### src/rtl/fec_cc_encoder_if.sv
// Serial bit-stream handshake bundle between upstream source, the encoder and the interleaver.
// The encoder connects through the slave modport; the producer/consumer side uses master.
interface fec_cc_encoder_if;
  logic Valid_in;
  logic Data_in;
  logic Ready_out;
  logic Ready_in;
  logic Valid_out;
  logic Data_out;

  modport master (
    output Valid_in,
    output Data_in,
    input  Ready_out,
    output Ready_in,
    input  Valid_out,
    input  Data_out
  );

  modport slave (
    input  Valid_in,
    input  Data_in,
    output Ready_out,
    input  Ready_in,
    output Valid_out,
    output Data_out
  );
endinterface

### src/rtl/fec_cc_encoder.sv
// Rate-1/2 tail-biting convolutional encoder (K=7, G1=171o, G2=133o) with ping-pong
// 96-bit block buffers: one buffer fills from the serial input while the other is encoded.
module fec_cc_encoder #(
  parameter int BLK_BITS = 96
) (
  input  logic              clk,
  input  logic              rstn,
  fec_cc_encoder_if.slave   bus
);

  localparam int CW = $clog2(BLK_BITS);
  localparam logic [CW-1:0] LAST = CW'(BLK_BITS - 1);

  typedef enum logic [1:0] {
    IDLE    = 2'd0,
    PRELOAD = 2'd1,
    EMIT    = 2'd2
  } state_e;

  state_e              state_q, state_d;
  logic                readyEn_q;
  logic [1:0]          full_q, full_d;
  logic                wrSel_q, wrSel_d;
  logic                rdSel_q, rdSel_d;
  logic [CW-1:0]       wrCnt_q, wrCnt_d;
  logic [CW-1:0]       rdCnt_q, rdCnt_d;
  logic                phase_q, phase_d;
  logic [5:0]          s_q, s_d;
  logic [BLK_BITS-1:0] buf_q [2];

  logic                ready;
  logic                wrFire;
  logic                wrLast;
  logic [BLK_BITS-1:0] rdBuf;
  logic                rdOther;
  logic                u;
  logic                xBit;
  logic                yBit;
  logic                emitting;
  logic                accept;
  logic                rdLast;

  // readyEn_q keeps Ready_out low until the first edge after reset release.
  assign ready    = readyEn_q && !full_q[wrSel_q];
  assign wrFire   = bus.Valid_in && ready;
  assign wrLast   = wrFire && (wrCnt_q == LAST);

  assign rdBuf    = buf_q[rdSel_q];
  assign rdOther  = ~rdSel_q;
  assign u        = rdBuf[rdCnt_q];
  assign xBit     = u ^ s_q[0] ^ s_q[1] ^ s_q[2] ^ s_q[5];
  assign yBit     = u ^ s_q[1] ^ s_q[2] ^ s_q[4] ^ s_q[5];

  // The encoder state registers act as the output stage: they only move when the
  // presented bit is taken, so a stall freezes Data_out/Valid_out for free.
  assign emitting = (state_q == EMIT);
  assign accept   = emitting && (!bus.Valid_out || bus.Ready_in);
  assign rdLast   = accept && phase_q && (rdCnt_q == LAST);

  assign bus.Ready_out = ready;
  assign bus.Valid_out = emitting;
  assign bus.Data_out  = emitting && (phase_q ? yBit : xBit);

  always_comb begin
    wrCnt_d = wrCnt_q;
    wrSel_d = wrSel_q;
    full_d  = full_q;
    if (wrFire) begin
      if (wrLast) begin
        wrCnt_d = '0;
        wrSel_d = ~wrSel_q;
      end else begin
        wrCnt_d = wrCnt_q + CW'(1);
      end
    end
    // Set and clear always target different buffers, so both may happen on one edge.
    if (wrLast) full_d[wrSel_q] = 1'b1;
    if (rdLast) full_d[rdSel_q] = 1'b0;
  end

  always_comb begin
    state_d = state_q;
    rdSel_d = rdSel_q;
    rdCnt_d = rdCnt_q;
    phase_d = phase_q;
    s_d     = s_q;
    case (state_q)
      IDLE: begin
        if (full_q[rdSel_q]) state_d = PRELOAD;
      end
      PRELOAD: begin
        // Tail-biting start: the register holds the last six bits of the block.
        for (int k = 0; k < 6; k++) s_d[k] = rdBuf[BLK_BITS-1-k];
        rdCnt_d = '0;
        phase_d = 1'b0;
        state_d = EMIT;
      end
      EMIT: begin
        if (accept) begin
          if (!phase_q) begin
            phase_d = 1'b1;
          end else begin
            phase_d = 1'b0;
            s_d     = {s_q[4:0], u};
            if (rdCnt_q == LAST) begin
              rdCnt_d = '0;
              rdSel_d = rdOther;
              state_d = full_d[rdOther] ? PRELOAD : IDLE;
            end else begin
              rdCnt_d = rdCnt_q + CW'(1);
            end
          end
        end
      end
      default: state_d = IDLE;
    endcase
  end

  always_ff @(posedge clk or negedge rstn) begin
    if (!rstn) begin
      state_q   <= IDLE;
      readyEn_q <= 1'b0;
      full_q    <= '0;
      wrSel_q   <= 1'b0;
      rdSel_q   <= 1'b0;
      wrCnt_q   <= '0;
      rdCnt_q   <= '0;
      phase_q   <= 1'b0;
      s_q       <= '0;
    end else begin
      state_q   <= state_d;
      readyEn_q <= 1'b1;
      full_q    <= full_d;
      wrSel_q   <= wrSel_d;
      rdSel_q   <= rdSel_d;
      wrCnt_q   <= wrCnt_d;
      rdCnt_q   <= rdCnt_d;
      phase_q   <= phase_d;
      s_q       <= s_d;
    end
  end

  always_ff @(posedge clk or negedge rstn) begin
    if (!rstn) begin
      buf_q[0] <= '0;
      buf_q[1] <= '0;
    end else if (wrFire) begin
      buf_q[wrSel_q][wrCnt_q] <= bus.Data_in;
    end
  end

endmodule
### src/flat_wrapper.sv
// flat-port wrapper written by rule: the top's interface ports become plain ports
module fec_cc_encoder_flat 
#(
  parameter int BLK_BITS = 96
)
  (clk, rstn, bus_Valid_in, bus_Data_in, bus_Ready_out, bus_Ready_in, bus_Valid_out, bus_Data_out);
  fec_cc_encoder_if bus_i ();
  input  logic clk;
  input  logic rstn;
  input wire logic [$bits(bus_i.Valid_in)-1:0] bus_Valid_in;
  input wire logic [$bits(bus_i.Data_in)-1:0] bus_Data_in;
  output wire logic [$bits(bus_i.Ready_out)-1:0] bus_Ready_out;
  input wire logic [$bits(bus_i.Ready_in)-1:0] bus_Ready_in;
  output wire logic [$bits(bus_i.Valid_out)-1:0] bus_Valid_out;
  output wire logic [$bits(bus_i.Data_out)-1:0] bus_Data_out;
  assign bus_i.Valid_in = bus_Valid_in;
  assign bus_i.Data_in = bus_Data_in;
  assign bus_Ready_out = bus_i.Ready_out;
  assign bus_i.Ready_in = bus_Ready_in;
  assign bus_Valid_out = bus_i.Valid_out;
  assign bus_Data_out = bus_i.Data_out;
  fec_cc_encoder #(.BLK_BITS(BLK_BITS)) u_core (.clk(clk), .rstn(rstn), .bus(bus_i));
endmodule
### config.mk
export PLATFORM = sky130hd
export DESIGN_NAME = fec_cc_encoder_flat
export DESIGN_NICKNAME = d
export VERILOG_FILES = /design/src/rtl/fec_cc_encoder_if.sv /design/src/rtl/fec_cc_encoder.sv /design/src/flat_wrapper.sv
export SDC_FILE = /design/constraint.sdc
export NUM_CORES = 1
export LEC_CHECK = 0
export BUFFER_PORTS_ARGS = -buffer_cell sky130_fd_sc_hd__clkbuf_2
export CORE_ASPECT_RATIO = 0.7
export CORE_UTILIZATION = 30
export CTS_BUF_LIST = sky130_fd_sc_hd__clkbuf_4 sky130_fd_sc_hd__clkbuf_8 sky130_fd_sc_hd__clkbuf_16
export DETAILED_ROUTE_END_ITERATION = 8
export GPL_TIMING_DRIVEN = 0
export PLACE_DENSITY = 0.54
export SLEW_MARGIN = 40
export SYNTH_ARGS = -nofsm -noshare
export SYNTH_HDL_FRONTEND = slang
export SYNTH_SLANG_ARGS = --single-unit
### constraint.sdc
create_clock -name clk -period 2.7 [get_ports clk]
set_clock_uncertainty 0.15 [all_clocks]
set_input_delay 0.675 -clock clk [delete_from_list [all_inputs] [get_ports clk]]
set_output_delay 0.675 -clock clk [all_outputs]
set_load 0.03 [all_outputs]
==> results.toml <==
[status]
outcome = "complete, but fails checks"
violations = "negative setup slack"

[power]
pwr-share-clk_pct = 41.2
p_leak_nw = 5.963
p_sw_share_pct = 27.73
power.switching_mw = 2.141
peakVddDrop_mv = 0.4159
pwr-share-comb_pct = 12.8
powerDensity_nw_per_um2 = 575.2
internal_power_mw = 5.580
pwr-share-seq_pct = 46.1

[die]
pin_count = 8
core_area_sq_um = 37350
die-width_um = 235.3
start_util_pct = 30.61
die-area_sq_um = 38900
rows = 59
fp.dieH_um = 165.3

[hold_path]
hold_class = "flip-flop to flip-flop"
min_path_cells = 1
min-delay-start = "u_core.buf_q[83]"
hold_end = "u_core.buf_q[83]"

[grt]
grt_pass1_vias = 8407
overflow = 0
antenna_found_initial = 1
grtUsageTotal_pct = 19.30
grt_pass1_wl_um = 55360
grt_max_degree = 65

[detailed_routing]
first_pass_iters = 5
drcViolationCount = 0
routed_wl_um = 36780
ant_nets = 0
vias_per_cell = 5.367
drt_iter0_drc = 921
routedWlPerCell_um = 23.38
via_count = 8442

[layout]
fin_area_sq_um = 13420
layout-drive-gt1-share_pct = 34.19
nets = 1080
fin_cells = 1573
area_growth_pct = 17.41
antenna_cells = 0
final_util_pct = 35.93

[synthesis]
synth_ff_type = "dfrtp_1"
ys_async_sr_fraction_pct = 100.0
postSynthCellCount = 1016
synthesis.area_sq_um = 11430
synth-edff-count = 0
yosysSeqAreaShare_pct = 48.16
syn_avg_cell_area_sq_um = 11.25
yosys_warnings = 0
syn-num-nets = 1027
synth-seq-cells = 220
synth.distinct_cells = 55

[placed_design]
dp_hpwl_um = 24700
placed_cells = 1513
numPortBuffers = 6
postPlaceCellArea_sq_um = 12200
place.gp.congestion = 0.9306

[worst_setup_path]
slowest_delay_ps = 490
required_ps = 1880
critPathCaptureType = "output port"
cp_common_cell = "buf_12"
reg2reg_to = "u_core.s_q[0]"
rr_worst_depth = 11
r2r_start = "u_core.rdCnt_q[0]"
critical-path-slowest-cell = "dfrtp_2"
reg2reg_slack_ps = -130
worstPathCellList = "buf_12 > buf_16 > buf_12 > mux4_2 > nand2_1 > nand3_2 > a31oi_1 > o32ai_2 > a31oi_2 > mux2i_2 > clkbuf_8"
crit_fanout = 6
crit_arrival_ps = 3320
criticalPathCategory = "flip-flop to output port"
critPathLaunchType = "flip-flop"

[cts]
clk_transition_reported_paths_ps = 60
cts.sinks = 220
clkLatencyLatePin_ps = 530
cts_tree = "done"
cts_root_buffer = "clkbuf_16"
cts.path.max_buffers = 3
cts_buffers = 22
htreeDepth = 1

[timing]
rsz0062_at_grt = "true"
fmax_ghz = 0.2413
setup-tns-final_ps = -1576
relSlewSlack_pct = 44.53
tightestPinTransition_ps = 824.4
fin_crit_ps = 4145
finalHoldViolations = 0
final_max_slew_viol_count = 0
worst_slack_ps = -1445
setup_viol = 2
finalCritPeriodShare_pct = 153.5

[job]
cap_viol_max_count = 0
-- cells in the mapped netlist (12+ instances only) --
master	number	area share, %
nor2_1	171	5.6
nand3_1	29	1.3
a21oi_1	14	0.61
clkbuf_1	38	1.2
dfrtp_1	220	48
mux2_2	186	18
o21ai_0	34	1.5
mux2i_1	17	1.5
nor3_1	12	0.53
buf_2	21	0.92
nand2_1	104	3.4
mux4_2	40	7.9
-- layout by cell type (no fill, tap or decap), types with 7 or more instances in the layout --
cell	Yosys	final
clkbuf_8	0	8
buf_1	10	8
nand2_1	104	100
o21ai_0	34	32
dfrtp_1	220	218
nor2_1	171	170
mux2i_1	17	14
nand3_1	29	26
mux2_2	186	186
mux4_2	40	42
clkbuf_16	0	23
clkbuf_1	38	35
buf_2	21	9
nor3_1	12	8
a21oi_1	14	13
nand2b_1	8	8
clkbuf_4	0	11
buf_4	6	25
buf_6	4	7
nor2b_1	10	9
-- worst max-delay path, delay by kind of cell (launching register included) --
kind            cells  cell delay, ps
mux                 2             560
simple gates        2             230
flops               1             490
compound gates      3             830
buf+inv             4             650
-- area by class of cell --
class | count | area [sq um]
Multi-Input combinational cell | 709 | 5668
Tap cell | 488 | 610.6
Sequential cell | 220 | 5508
Timing Repair Buffer | 30 | 366.6
Buffer | 78 | 501.7
Clock inverter | 2 | 10.01
Fill cell | 3743 | 23930
Inverter | 8 | 32.53
Clock buffer | 38 | 725.7
-- worst max-delay path by stage --
| stage | to | depth (start not counted) | slack [ps] | startpoint |
|---|---|---|---|---|
| finish | bus_Data_out | 11 | -1440 | u_core.rdCnt_q[0] |
| global route | bus_Data_out | 11 | -1480 | u_core.rdCnt_q[0] |
| CTS | bus_Data_out | 10 | -1340 | u_core.rdCnt_q[0] |
| detailed placement | bus_Data_out | 11 | -1370 | u_core.rdCnt_q[0] |
| global placement | u_core.buf_q[129] | 1 | -3910 | rstn |
| floorplan | bus_Data_out | 8 | -400 | u_core.rdCnt_q[0] |
-- through the flow --
step	hold WS, ps	worst slack [ps]	total power, mW
final	339.7	-1445	7.721
after global routing	330.8	-1478	7.996
after CTS	315.2	-1336	7.730
after detailed placement	329.1	-1373	4.544
after global placement	319.9	-3910	4.512
after floorplan	229.4	-401.2	4.158
-- routing by layer --
metal	GRT usage, %	share of wire, %
met5	0	0
met3	5.485	10
met4	3.862	1.7
met2	26.79	39
met1	29.35	49
-- timing repair --
action | CTS | global route
hold buffers | 1 | 0
setup buffers | 15 | 2
gates cloned | 3 | 0
resized for setup | 54 | 25
pin swaps | 7 | 5
endpoints found under the hold margin | 3 | 0
endpoints found under the setup margin | 124 | 134
-- logic make-up (layout without fill, tap and decap cells) --
| family | Yosys count | in the layout | synth area share (%) |
|---|---|---|---|
| xor gates and xnor gates | 9 | 9 | 0.6895 |
| DFF | 220 | 220 | 48.16 |
| and+or+nand+nor | 363 | 363 | 13.82 |
| adders and majority gates | 6 | 6 | 0.6567 |
| AOI/OAI and AO/OA | 80 | 80 | 4.290 |
| other | 1 | 1 | 0.03280 |
| buffers and inverters | 87 | 156 | 3.546 |
| muxes | 250 | 250 | 28.81 |
-- registers in the layout, summed over array words and instances, names as in the netlist --
register / flops
u_core.wrSel_q: 1
u_core.state_q: 2
u_core.rdSel_q: 1
u_core.full_q: 2
u_core.readyEn_q: 1
u_core.rdCnt_q: 7
u_core.wrCnt_q: 7
u_core.phase_q: 1
u_core.buf_q: 192
u_core.s_q: 6
-- power by group through the flow --
stage          Combinational, mW  Sequential [mW]  Clock (mW)
2_1_floorplan              0.587             3.57           0
3_3_place_gp               0.910             3.60           0
3_5_place_dp               0.941             3.60           0
4_1_cts                    0.955             3.55        3.23
5_1_grt                     1.06             3.57        3.36
6_report                   0.986             3.56        3.18
(Power assumes the default switching activity.)
